$ cat src/rtl/adpll_pkg.sv
// Shared types and tuning-word limit helpers for the ADAT bit-clock lock controller.
package adpll_pkg;

    typedef enum logic [1:0] {
        ST_IDLE    = 2'd0,
        ST_ACQUIRE = 2'd1,
        ST_TRACK   = 2'd2,
        ST_HOLD    = 2'd3
    } adpll_state_e;

    function automatic logic [63:0] nominal_ftw(input int unsigned accum_size,
                                                input int unsigned os_log2);
        return ((64'd1 << accum_size) - 64'd1) >> os_log2;
    endfunction

    // Upper clamp limit, never above the accumulator's all-ones value.
    function automatic logic [63:0] ftw_hi(input int unsigned accum_size,
                                           input int unsigned os_log2,
                                           input int unsigned rng);
        logic [63:0] lim;
        logic [63:0] all_ones;
        lim      = nominal_ftw(accum_size, os_log2) + 64'(rng);
        all_ones = (64'd1 << accum_size) - 64'd1;
        return (lim > all_ones) ? all_ones : lim;
    endfunction

    function automatic logic [63:0] ftw_lo(input int unsigned accum_size,
                                           input int unsigned os_log2,
                                           input int unsigned rng);
        logic [63:0] nom;
        nom = nominal_ftw(accum_size, os_log2);
        return (nom > 64'(rng)) ? nom - 64'(rng) : 64'd0;
    endfunction

endpackage

$ cat src/rtl/adpll_lock_detect.sv
// Decision history for the lock FSM: alternation/run counters and transition-silence timer.
// Hit outputs are combinational so the FSM can act on the same edge as the decision.
module adpll_lock_detect #(
    parameter int unsigned LOCK_COUNT   = 64,
    parameter int unsigned RUN_LIMIT    = 8,
    parameter int unsigned LOSS_TIMEOUT = 256
) (
    input  logic refclk,
    input  logic reset,
    input  logic clear,
    input  logic transition,
    input  logic dir_up,
    output logic lock_hit,
    output logic run_hit,
    output logic timeout_hit
);

    localparam int unsigned AW = $clog2(LOCK_COUNT + 1);
    localparam int unsigned RW = $clog2(RUN_LIMIT + 1);
    localparam int unsigned SW = $clog2(LOSS_TIMEOUT + 1);
    localparam logic [AW-1:0] ALT_MAX  = AW'(LOCK_COUNT);
    localparam logic [RW-1:0] RUN_MAX  = RW'(RUN_LIMIT);
    localparam logic [SW-1:0] SIL_MAX  = SW'(LOSS_TIMEOUT);
    localparam logic [SW-1:0] SIL_LAST = SW'(LOSS_TIMEOUT - 1);

    logic          prev_vld_q, prev_vld_d;
    logic          prev_up_q, prev_up_d;
    logic [AW-1:0] alt_cnt_q, alt_cnt_d, alt_nxt;
    logic [RW-1:0] run_cnt_q, run_cnt_d, run_nxt;
    logic [SW-1:0] sil_cnt_q, sil_cnt_d;
    logic          changed;

    always_comb begin
        changed = prev_vld_q && (dir_up != prev_up_q);
        alt_nxt = '0;
        run_nxt = RW'(1);
        if (changed) begin
            alt_nxt = (alt_cnt_q == ALT_MAX) ? alt_cnt_q : alt_cnt_q + AW'(1);
        end else if (prev_vld_q) begin
            run_nxt = (run_cnt_q == RUN_MAX) ? run_cnt_q : run_cnt_q + RW'(1);
        end

        lock_hit    = transition && (alt_nxt == ALT_MAX);
        run_hit     = transition && (run_nxt == RUN_MAX);
        // A transition in the timeout cycle wins.
        timeout_hit = !transition && (sil_cnt_q == SIL_LAST);

        prev_vld_d = prev_vld_q;
        prev_up_d  = prev_up_q;
        alt_cnt_d  = alt_cnt_q;
        run_cnt_d  = run_cnt_q;
        sil_cnt_d  = (sil_cnt_q == SIL_MAX) ? sil_cnt_q : sil_cnt_q + SW'(1);
        if (clear) begin
            prev_vld_d = 1'b0;
            prev_up_d  = 1'b0;
            alt_cnt_d  = '0;
            run_cnt_d  = '0;
            sil_cnt_d  = '0;
        end else if (transition) begin
            prev_vld_d = 1'b1;
            prev_up_d  = dir_up;
            alt_cnt_d  = alt_nxt;
            run_cnt_d  = run_nxt;
            sil_cnt_d  = '0;
        end
    end

    always_ff @(posedge refclk or posedge reset) begin
        if (reset) begin
            prev_vld_q <= 1'b0;
            prev_up_q  <= 1'b0;
            alt_cnt_q  <= '0;
            run_cnt_q  <= '0;
            sil_cnt_q  <= '0;
        end else begin
            prev_vld_q <= prev_vld_d;
            prev_up_q  <= prev_up_d;
            alt_cnt_q  <= alt_cnt_d;
            run_cnt_q  <= run_cnt_d;
            sil_cnt_q  <= sil_cnt_d;
        end
    end

endmodule

$ cat src/rtl/adpll_lock_ctrl.sv
// Bang-bang frequency/lock controller for the ADAT bit-clock NCO (idle/acquire/track/hold).
// All outputs registered; decisions appear one refclk after the transition pulse.
module adpll_lock_ctrl
    import adpll_pkg::*;
#(
    parameter int unsigned ACCUM_SIZE          = 24,
    parameter int unsigned CLK_OVERSAMPLE_LOG2 = 4,
    parameter int unsigned FTW_STEP            = 1,
    parameter int unsigned FTW_RANGE           = 2**(ACCUM_SIZE-8),
    parameter int unsigned LOCK_COUNT          = 64,
    parameter int unsigned RUN_LIMIT           = 8,
    parameter int unsigned LOSS_TIMEOUT        = 256
) (
    input  logic                  refclk,
    input  logic                  reset,
    input  logic                  enable,
    input  logic                  transition,
    input  logic                  accum_msb,
    output logic [ACCUM_SIZE-1:0] ftw,
    output logic                  phase_reset,
    output logic                  locked,
    output logic                  lost_lock,
    output logic [1:0]            state
);

    localparam logic [ACCUM_SIZE-1:0] NOMINAL_FTW =
        ACCUM_SIZE'(nominal_ftw(ACCUM_SIZE, CLK_OVERSAMPLE_LOG2));
    localparam logic [ACCUM_SIZE:0] FTW_MAX =
        (ACCUM_SIZE+1)'(ftw_hi(ACCUM_SIZE, CLK_OVERSAMPLE_LOG2, FTW_RANGE));
    localparam logic [ACCUM_SIZE:0] FTW_MIN =
        (ACCUM_SIZE+1)'(ftw_lo(ACCUM_SIZE, CLK_OVERSAMPLE_LOG2, FTW_RANGE));
    localparam logic [ACCUM_SIZE:0] STEP = (ACCUM_SIZE+1)'(FTW_STEP);

    adpll_state_e          state_q, state_d;
    logic [ACCUM_SIZE-1:0] ftw_q, ftw_d, ftw_dec;
    logic [ACCUM_SIZE:0]   ftw_sum, ftw_diff;
    logic                  phase_reset_q, phase_reset_d;
    logic                  locked_q, locked_d;
    logic                  lost_lock_q, lost_lock_d;
    logic                  lock_hit, run_hit, timeout_hit, det_clear;

    // Counters restart whenever the FSM changes state or sits in IDLE.
    assign det_clear = (state_q == ST_IDLE) || (state_d != state_q);

    adpll_lock_detect #(
        .LOCK_COUNT  (LOCK_COUNT),
        .RUN_LIMIT   (RUN_LIMIT),
        .LOSS_TIMEOUT(LOSS_TIMEOUT)
    ) u_detect (
        .refclk     (refclk),
        .reset      (reset),
        .clear      (det_clear),
        .transition (transition),
        .dir_up     (accum_msb),
        .lock_hit   (lock_hit),
        .run_hit    (run_hit),
        .timeout_hit(timeout_hit)
    );

    // One extra bit keeps the step from wrapping before the clamp.
    always_comb begin
        ftw_sum  = {1'b0, ftw_q} + STEP;
        ftw_diff = {1'b0, ftw_q} - STEP;
        if (accum_msb) begin
            ftw_dec = (ftw_sum > FTW_MAX) ? FTW_MAX[ACCUM_SIZE-1:0] : ftw_sum[ACCUM_SIZE-1:0];
        end else begin
            ftw_dec = (ftw_diff[ACCUM_SIZE] || (ftw_diff < FTW_MIN)) ?
                      FTW_MIN[ACCUM_SIZE-1:0] : ftw_diff[ACCUM_SIZE-1:0];
        end
    end

    always_comb begin
        state_d       = state_q;
        ftw_d         = ftw_q;
        phase_reset_d = 1'b0;
        lost_lock_d   = 1'b0;
        if (!enable) begin
            state_d = ST_IDLE;
            ftw_d   = NOMINAL_FTW;
        end else begin
            case (state_q)
                ST_IDLE: begin
                    state_d = ST_ACQUIRE;
                    ftw_d   = NOMINAL_FTW;
                end
                ST_ACQUIRE: begin
                    if (transition) begin
                        ftw_d         = ftw_dec;
                        phase_reset_d = 1'b1;
                        if (lock_hit) state_d = ST_TRACK;
                    end else if (timeout_hit) begin
                        state_d = ST_HOLD;
                    end
                end
                ST_TRACK: begin
                    if (transition) begin
                        ftw_d = ftw_dec;
                        if (run_hit) begin
                            state_d     = ST_ACQUIRE;
                            lost_lock_d = 1'b1;
                        end
                    end else if (timeout_hit) begin
                        state_d     = ST_HOLD;
                        lost_lock_d = 1'b1;
                    end
                end
                ST_HOLD: begin
                    if (transition) begin
                        state_d       = ST_ACQUIRE;
                        phase_reset_d = 1'b1;
                    end
                end
                default: state_d = ST_IDLE;
            endcase
        end
        locked_d = (state_d == ST_TRACK);
    end

    always_ff @(posedge refclk or posedge reset) begin
        if (reset) begin
            state_q       <= ST_IDLE;
            ftw_q         <= NOMINAL_FTW;
            phase_reset_q <= 1'b0;
            locked_q      <= 1'b0;
            lost_lock_q   <= 1'b0;
        end else begin
            state_q       <= state_d;
            ftw_q         <= ftw_d;
            phase_reset_q <= phase_reset_d;
            locked_q      <= locked_d;
            lost_lock_q   <= lost_lock_d;
        end
    end

    assign ftw         = ftw_q;
    assign phase_reset = phase_reset_q;
    assign locked      = locked_q;
    assign lost_lock   = lost_lock_q;
    assign state       = state_q;

endmodule

$ cat config.mk
export PLATFORM = sky130hd
export DESIGN_NAME = adpll_lock_ctrl
export DESIGN_NICKNAME = d
export VERILOG_FILES = /design/src/rtl/adpll_pkg.sv /design/src/rtl/adpll_lock_detect.sv /design/src/rtl/adpll_lock_ctrl.sv
export SDC_FILE = /design/constraint.sdc
export NUM_CORES = 1
export LEC_CHECK = 0
export ABC_CLOCK_PERIOD_IN_PS = 3300
export CAP_MARGIN = 5
export CORE_UTILIZATION = 60
export DETAILED_ROUTE_END_ITERATION = 7
export PLACE_DENSITY = 0.92
export REMOVE_ABC_BUFFERS = 1
export SYNTH_ARGS = -nofsm -noshare
export SYNTH_HDL_FRONTEND = slang
export SYNTH_SLANG_ARGS = --single-unit
$ cat constraint.sdc
create_clock -name refclk -period 3.3 [get_ports refclk]
set_input_delay 0.66 -clock refclk [delete_from_list [all_inputs] [get_ports refclk]]
set_output_delay 0.66 -clock refclk [all_outputs]
set_load 0.01 [all_outputs]
* Word-level counts from Yosys, hierarchy flattened
Cells that the tools add are included.
** Cells by class
- Add/sub/neg operators :: 5
- Multiply operators :: 0
- Divide/modulo/power cells :: 0
- Magnitude comparators :: 2
- Equality and inequality tests :: 15
- Shift operators :: 0
- Muxes and demuxes :: 38
- Bitwise gates (word level) :: 0
- Reductions and logical operators :: 12
** Operators by type and width (count)
- 24-bit 2-to-1 mux :: 5
- 24-bit one-hot mux with 2 select lines :: 1
- 7-bit 2-to-1 mux :: 4
- 9-bit 2-to-1 mux :: 3
- 24-bit by 1-bit adder with 25-bit output (second input constant) :: 1
- 25-bit by 21-bit greater-than comparator with 1-bit output (second input constant) :: 1
- 25-bit by 20-bit less-than comparator with 1-bit output (second input constant) :: 1
- 24-bit by 1-bit subtractor with 25-bit output (second input constant) :: 1
- 4-bit 2-to-1 mux :: 5
- 7-bit == test (second input constant) :: 2
- 2-bit 2-to-1 mux :: 7
- 1-bit 2-to-1 mux :: 12
- 9-bit by 1-bit adder with 9-bit output (second input constant) :: 1
- 9-bit by 8-bit == test with 1-bit output (second input constant) :: 1
- 9-bit == test (second input constant) :: 1
- 4-bit == test (second input constant) :: 2
- 2-bit one-hot mux with 4 select lines :: 1
- 7-bit by 1-bit adder with 7-bit output (second input constant) :: 1
- 2-bit == test (second input constant) :: 3
- 3-bit by 2-bit != test with 1-bit output (second input constant) :: 2
- 4-bit by 1-bit adder with 4-bit output (second input constant) :: 1
- 1-bit logical AND :: 4
- 2-bit OR reduction :: 2
- 3-bit != test (second input constant) :: 1
- 8 further kinds :: 9
** Storage, ports and cells
- Bits in registers :: 51
- Latch bits :: 0
- Bits in writable memories :: 0
- Memory bits (read-only) :: 0
- Input port bits :: 5
- Output and inout port bits :: 29
- Memories kept :: 0

* Depth between registers and ports, before layout
- Word-level depth :: 13
- Gate-level depth with buffers :: 12
- Depth with buffers taken out :: 10

* Modules after synthesis
From an unflattened synthesis, not the netlist that was laid out.
** Second synthesis, totals
- Cells, all modules :: 546
- Area, all modules :: 4540.6 µm²
** By module, submodules not included
- adpll_lock_ctrl :: instances 1, cells each 399, area an instance 3175.5 µm², sequential area each 750.7 µm²
- adpll_lock_detect :: instances 1, cells each 147, area an instance 1365.1 µm², sequential area each 550.5 µm²

* Least setup slack after synthesis
No wires, ideal clock.
- Path kind :: reg2reg
- Start point :: reg ftw_q[0] (netlist: ftw[0])
- End point :: reg ftw_q[14] (netlist: ftw[14])
- Library setup time :: 82 ps
- Data arrival time :: 2923 ps
- Setup slack :: 295 ps
- Cell stages (with the launch flop) :: 13
- Path buffers :: 2
- Cells stage by stage :: dfstp_2 clkbuf_1 inv_1 ha_1 inv_1 or4_1 nor3_1 nand3_1 o41a_1 nand2_2 buf_4 o221ai_1 a22oi_1
** On the way
- Word-level cells in the longest chain between the ends :: 8
** RTL lines
- start: declaration :: RTL line adpll_lock_ctrl.sv:35 : logic [ACCUM_SIZE-1:0] ftw_q, ftw_d, ftw_dec;
- start signal: assignment :: RTL line adpll_lock_ctrl.sv:128 : ftw_q <= ftw_d;
- 24-bit by 1-bit subtractor with 25-bit output :: RTL line adpll_lock_ctrl.sv:63 : ftw_diff = {1'b0, ftw_q} - STEP;
- 25-bit by 20-bit less-than comparator with 1-bit output :: RTL line adpll_lock_ctrl.sv:67 : ftw_dec = (ftw_diff[ACCUM_SIZE] || (ftw_diff < FTW_MIN)) ?
- 1-bit logical OR :: RTL line adpll_lock_ctrl.sv:67
- 24-bit 2-to-1 mux :: RTL line adpll_lock_ctrl.sv:67
- 24-bit 2-to-1 mux * :: RTL line adpll_lock_ctrl.sv:64 : if (accum_msb) begin
- 24-bit 2-to-1 mux * :: RTL line adpll_lock_ctrl.sv:87, adpll_lock_ctrl.sv:96
- 24-bit one-hot mux with 2 select lines * :: RTL line adpll_lock_ctrl.sv:81 : case (state_q)
- 24-bit 2-to-1 mux * :: RTL line adpll_lock_ctrl.sv:77 : if (!enable) begin
Every way passes the cells marked *; elsewhere a longest branch is shown, timed or not. The select of a mux whose other input is x is not followed.
A chain may end at the register's enable or synchronous reset.

* Final worst setup path
- Start point :: reg ftw_q[3] (netlist: ftw[3])
- End point :: reg ftw_q[3] (netlist: ftw[3])
Same word-level chain as after synthesis.

==> results by group <==
Global route
  – Initial antenna violation count: 0
  – First-pass GRT wire length: 21.4 mm
  – Pin count of the biggest net entering global routing: 38
  – GRT Total Usage: 0.347
  – Vias in the first global route: 4447
  – GRT Residual Overflow: 0

Detailed routing
  – Final ANT Viol Nets: 0
  – Per-cell routed wire length: 19.5 µm
  – Vias per cell: 6.86
  – Via count: 4917
  – DRT Pass-1 Iters: 6
  – Number of remaining DRC errors: 0
  – 1st-iter DRT viols: 503
  – Final wirelength: 14.0 mm

STA
  – Worst-Margin Slew: 0.833 ns
  – Fmax: 313 MHz
  – Final setup fails: 0
  – Final slew viol count: 0
  – Clock Skew: 0.0127 ns
  – Max_slew headroom: 0.441
  – Hold WS: 0.584 ns
  – Min cycle time layout: 3.19 ns
  – Final setup margin: 0.109 ns
  – Final hold vios: 0
  – Crit share post-route: 0.967

Flow run
  – Max Cap Viol: 0

Setup path
  – Critical path buffers and inverters: 2
  – WP data required: 3.55 ns
  – Crit Path Max Fanout: 15
  – Slowest CP cell: dfstp_2
  – CP Cell Sequence: nand4_2 -> nor4_4 -> buf_6 -> a21oi_1 -> o21ai_0 -> o41a_1 -> nand2_2 -> buf_4 -> o32ai_1 -> nor3_2
  – RR Endpoint: ftw[3]
  – Critical Path Source: ftw[3]
  – Startpoint Class: flop
  – CP Capture Type: flop
  – RR Startpoint: ftw[3]
  – Worst path arrival time: 3.44 ns
  – Worst reg-to-reg setup slack: 0.11 ns
  – Cells on worst reg2reg path: 10
  – Setup CP Type: reg2reg
  – Crit path max-delay family: compound AO/OA/AOI/OAI gates
  – Crit path largest cell delay: 0.74 ns

Min path
  – Worst min path class: reg2reg
  – Worst Hold End: u_detect.prev_up_q
  – Min-delay src: u_detect.prev_up_q
  – Hold depth: 2

Synthesis
  – Sequential area share after synthesis: 0.284
  – Synth area leaders: dfrtp_1 17%, dfstp_2 11%, nor2_1 4.6%
  – Largest family of logic cells by synthesized area: simple AND/OR/NAND/NOR gates
  – Number of synthesized flops with an enable pin: 0
  – Top cell type's share of synthesized area: 0.169
  – Synth warn: 0
  – Simple-gate share of the synthesized area: 0.315
  – Ys flop type: dfrtp_1
  – Cell taking the most area after synthesis: dfrtp_1
  – FFs w/ async S/R, synth: 1.00
  – Synthesized area: 4580 µm²
  – Xor and xnor area share after synthesis: 0.0402
  – Mean Syn Cell Area: 8.02 µm²
  – Area share of fa/ha/maj cells after synthesis: 0.0410
  – Mux cell area share after synthesis: 0.0251
  – Netlist cell types: 81
  – Synth Register Bits: 51
  – Post-synthesis compound-gate area fraction: 0.233
  – Cells after Synth: 571

Pwr
  – Power per cell area: 591 nW/µm²
  – Power Total: 3.15 mW
  – Leakage: 2.09 nW
  – Maximum vdd ir drop: 0.395 mV

Die
  – Core area: 7330 µm²
  – Die area: 7980 µm²
  – # rows: 31
  – Die Height: 89.4 µm
  – Die W: 89.4 µm
  – I/O pins: 34
  – Starting density of the core: 0.625

CTS
  – Cts hold-fix bufs: 0
  – CTS tree: yes
  – CTS Buf Count: 5
  – CTS max path bufs: 2
  – H-Tree Depth: 2
  – Clk_lat worst skew: 0.32 ns
  – CTS sink count: 51
  – Clk slew on worst S/H paths: 0.11 ns
  – CTS root buffer: clkbuf_8

Final layout
  – Area delta synth->final: 16.2%
  – Fill count: 549
  – Final Instance Area: 5320 µm²
  – Total Nets Final: 637
  – Most common cell after layout, fill and taps aside: nor2_1
  – Most frequent cells in the layout: 56 x nor2_1, 38 x buf_4, 37 x nand2_1
  – Storage element area: 1300 µm²
  – Area of the multi-input gates: 3020 µm²
  – # diodes: 0
  – Layout cell share with drive strength beyond 1: 0.168

Placement
  – Dpl hpwl: 9.81 mm
  – Placement Setup Slack: 0.0402 ns
  – IO buf count: 33
  – Placed cell areas: 5140 µm²
  – GP Congestion: 1.04

Status
  – Status: finished, final reports clean
[cell type report]
cell class / count / area share
sequential: 51 / 0.245
timing repair buffer: 74 / 0.125
clock inverter: 3 / 0.00541
clock buffer: 5 / 0.0129
tap: 99 / 0.0233
multi-input combinational: 456 / 0.568
inverter: 29 / 0.0205
[stage by stage]
| step | std cells | util | TNS (ns) |
|---|---|---|---|
| 5_1_grt | 717 | 0.726 | -0.0247 |
| 3_3_place_gp | 703 | 0.701 | 0 |
| 6_report | 717 | 0.726 | 0 |
| 4_1_cts | 711 | 0.715 | 0 |
| 3_5_place_dp | 703 | 0.701 | 0 |
| 2_1_floorplan | 535 | - | 0 |
[cells in the mapped netlist, types with 4 or more instances]
library cell,number
buf_4,4
nand3_1,28
a211oi_1,6
o22ai_1,6
or3_1,9
xor2_1,9
clkbuf_1,21
nor3b_1,5
and2_1,6
mux2i_1,7
buf_2,7
a211o_1,4
or4_1,5
dfrtp_1,31
mux2_2,4
nand2b_1,6
nor2_1,56
nor3_1,31
dfstp_2,20
o21bai_1,4
xnor2_1,12
ha_1,15
o31ai_1,7
nand3b_1,4
and3_1,15
nor4_1,12
or2_2,4
a21oi_1,31
inv_1,29
nand2_1,37
o221ai_1,11
nand4_1,14
a31oi_1,4
a22oi_1,6
o21ai_1,6
o21ai_0,27
[where the power goes]
part	switching [mW]	internal, mW
registers	0.179	0.744
logic	1.07	0.747
clock network	0.247	0.158
[metal layers]
layer,vias up,track usage,share of wire
met5,-,0,0
met4,0,0.118,0.034
met3,64,0.0665,0.097
met2,321,0.586,0.47
met1,2311,0.444,0.39
li1,2221,-,-
[worst reg2reg max path: cells and delay by family (launching register included)]
family,cells,cell delay (ns)
buf+inv,2,0.37
compound gates,4,1.18
flops,1,0.74
simple gates,4,0.84
[cells by family (layout without fill, tap and decap cells)]
kind of cell               count (synthesis)  count (layout)
buffers and inverters                     65             111
DFF                                       51              51
and+or+nand+nor                          257             257
adders and majority gates                 15              15
AOI/OAI and AO/OA                        151             152
muxes                                     11              11
xor gates and xnor gates                  21              21
[flip-flops by register name (all words and copies together) (netlist names)]
signal               count
ftw                     24
u_detect.sil_cnt_q       9
u_detect.alt_cnt_q       7
u_detect.run_cnt_q       4
state                    2
locked                   1
lost_lock                1
phase_reset              1
u_detect.prev_up_q       1
u_detect.prev_vld_q      1
[how the worst max path moves through the flow]
stage               cells after the start       to
finish                                 10   ftw[3]
global route                           10   ftw[3]
CTS                                     8  ftw[14]
detailed placement                     10   ftw[3]
global placement                        8  ftw[21]
floorplan                               9   ftw[6]
[repair_timing]
item / 4_1_cts / 5_1_grt
setup buffers: 0 / 5
gates resized for setup: 0 / 6
endpoints found under the setup margin: 0 / 17
Power figures use the tool's default switching activity.
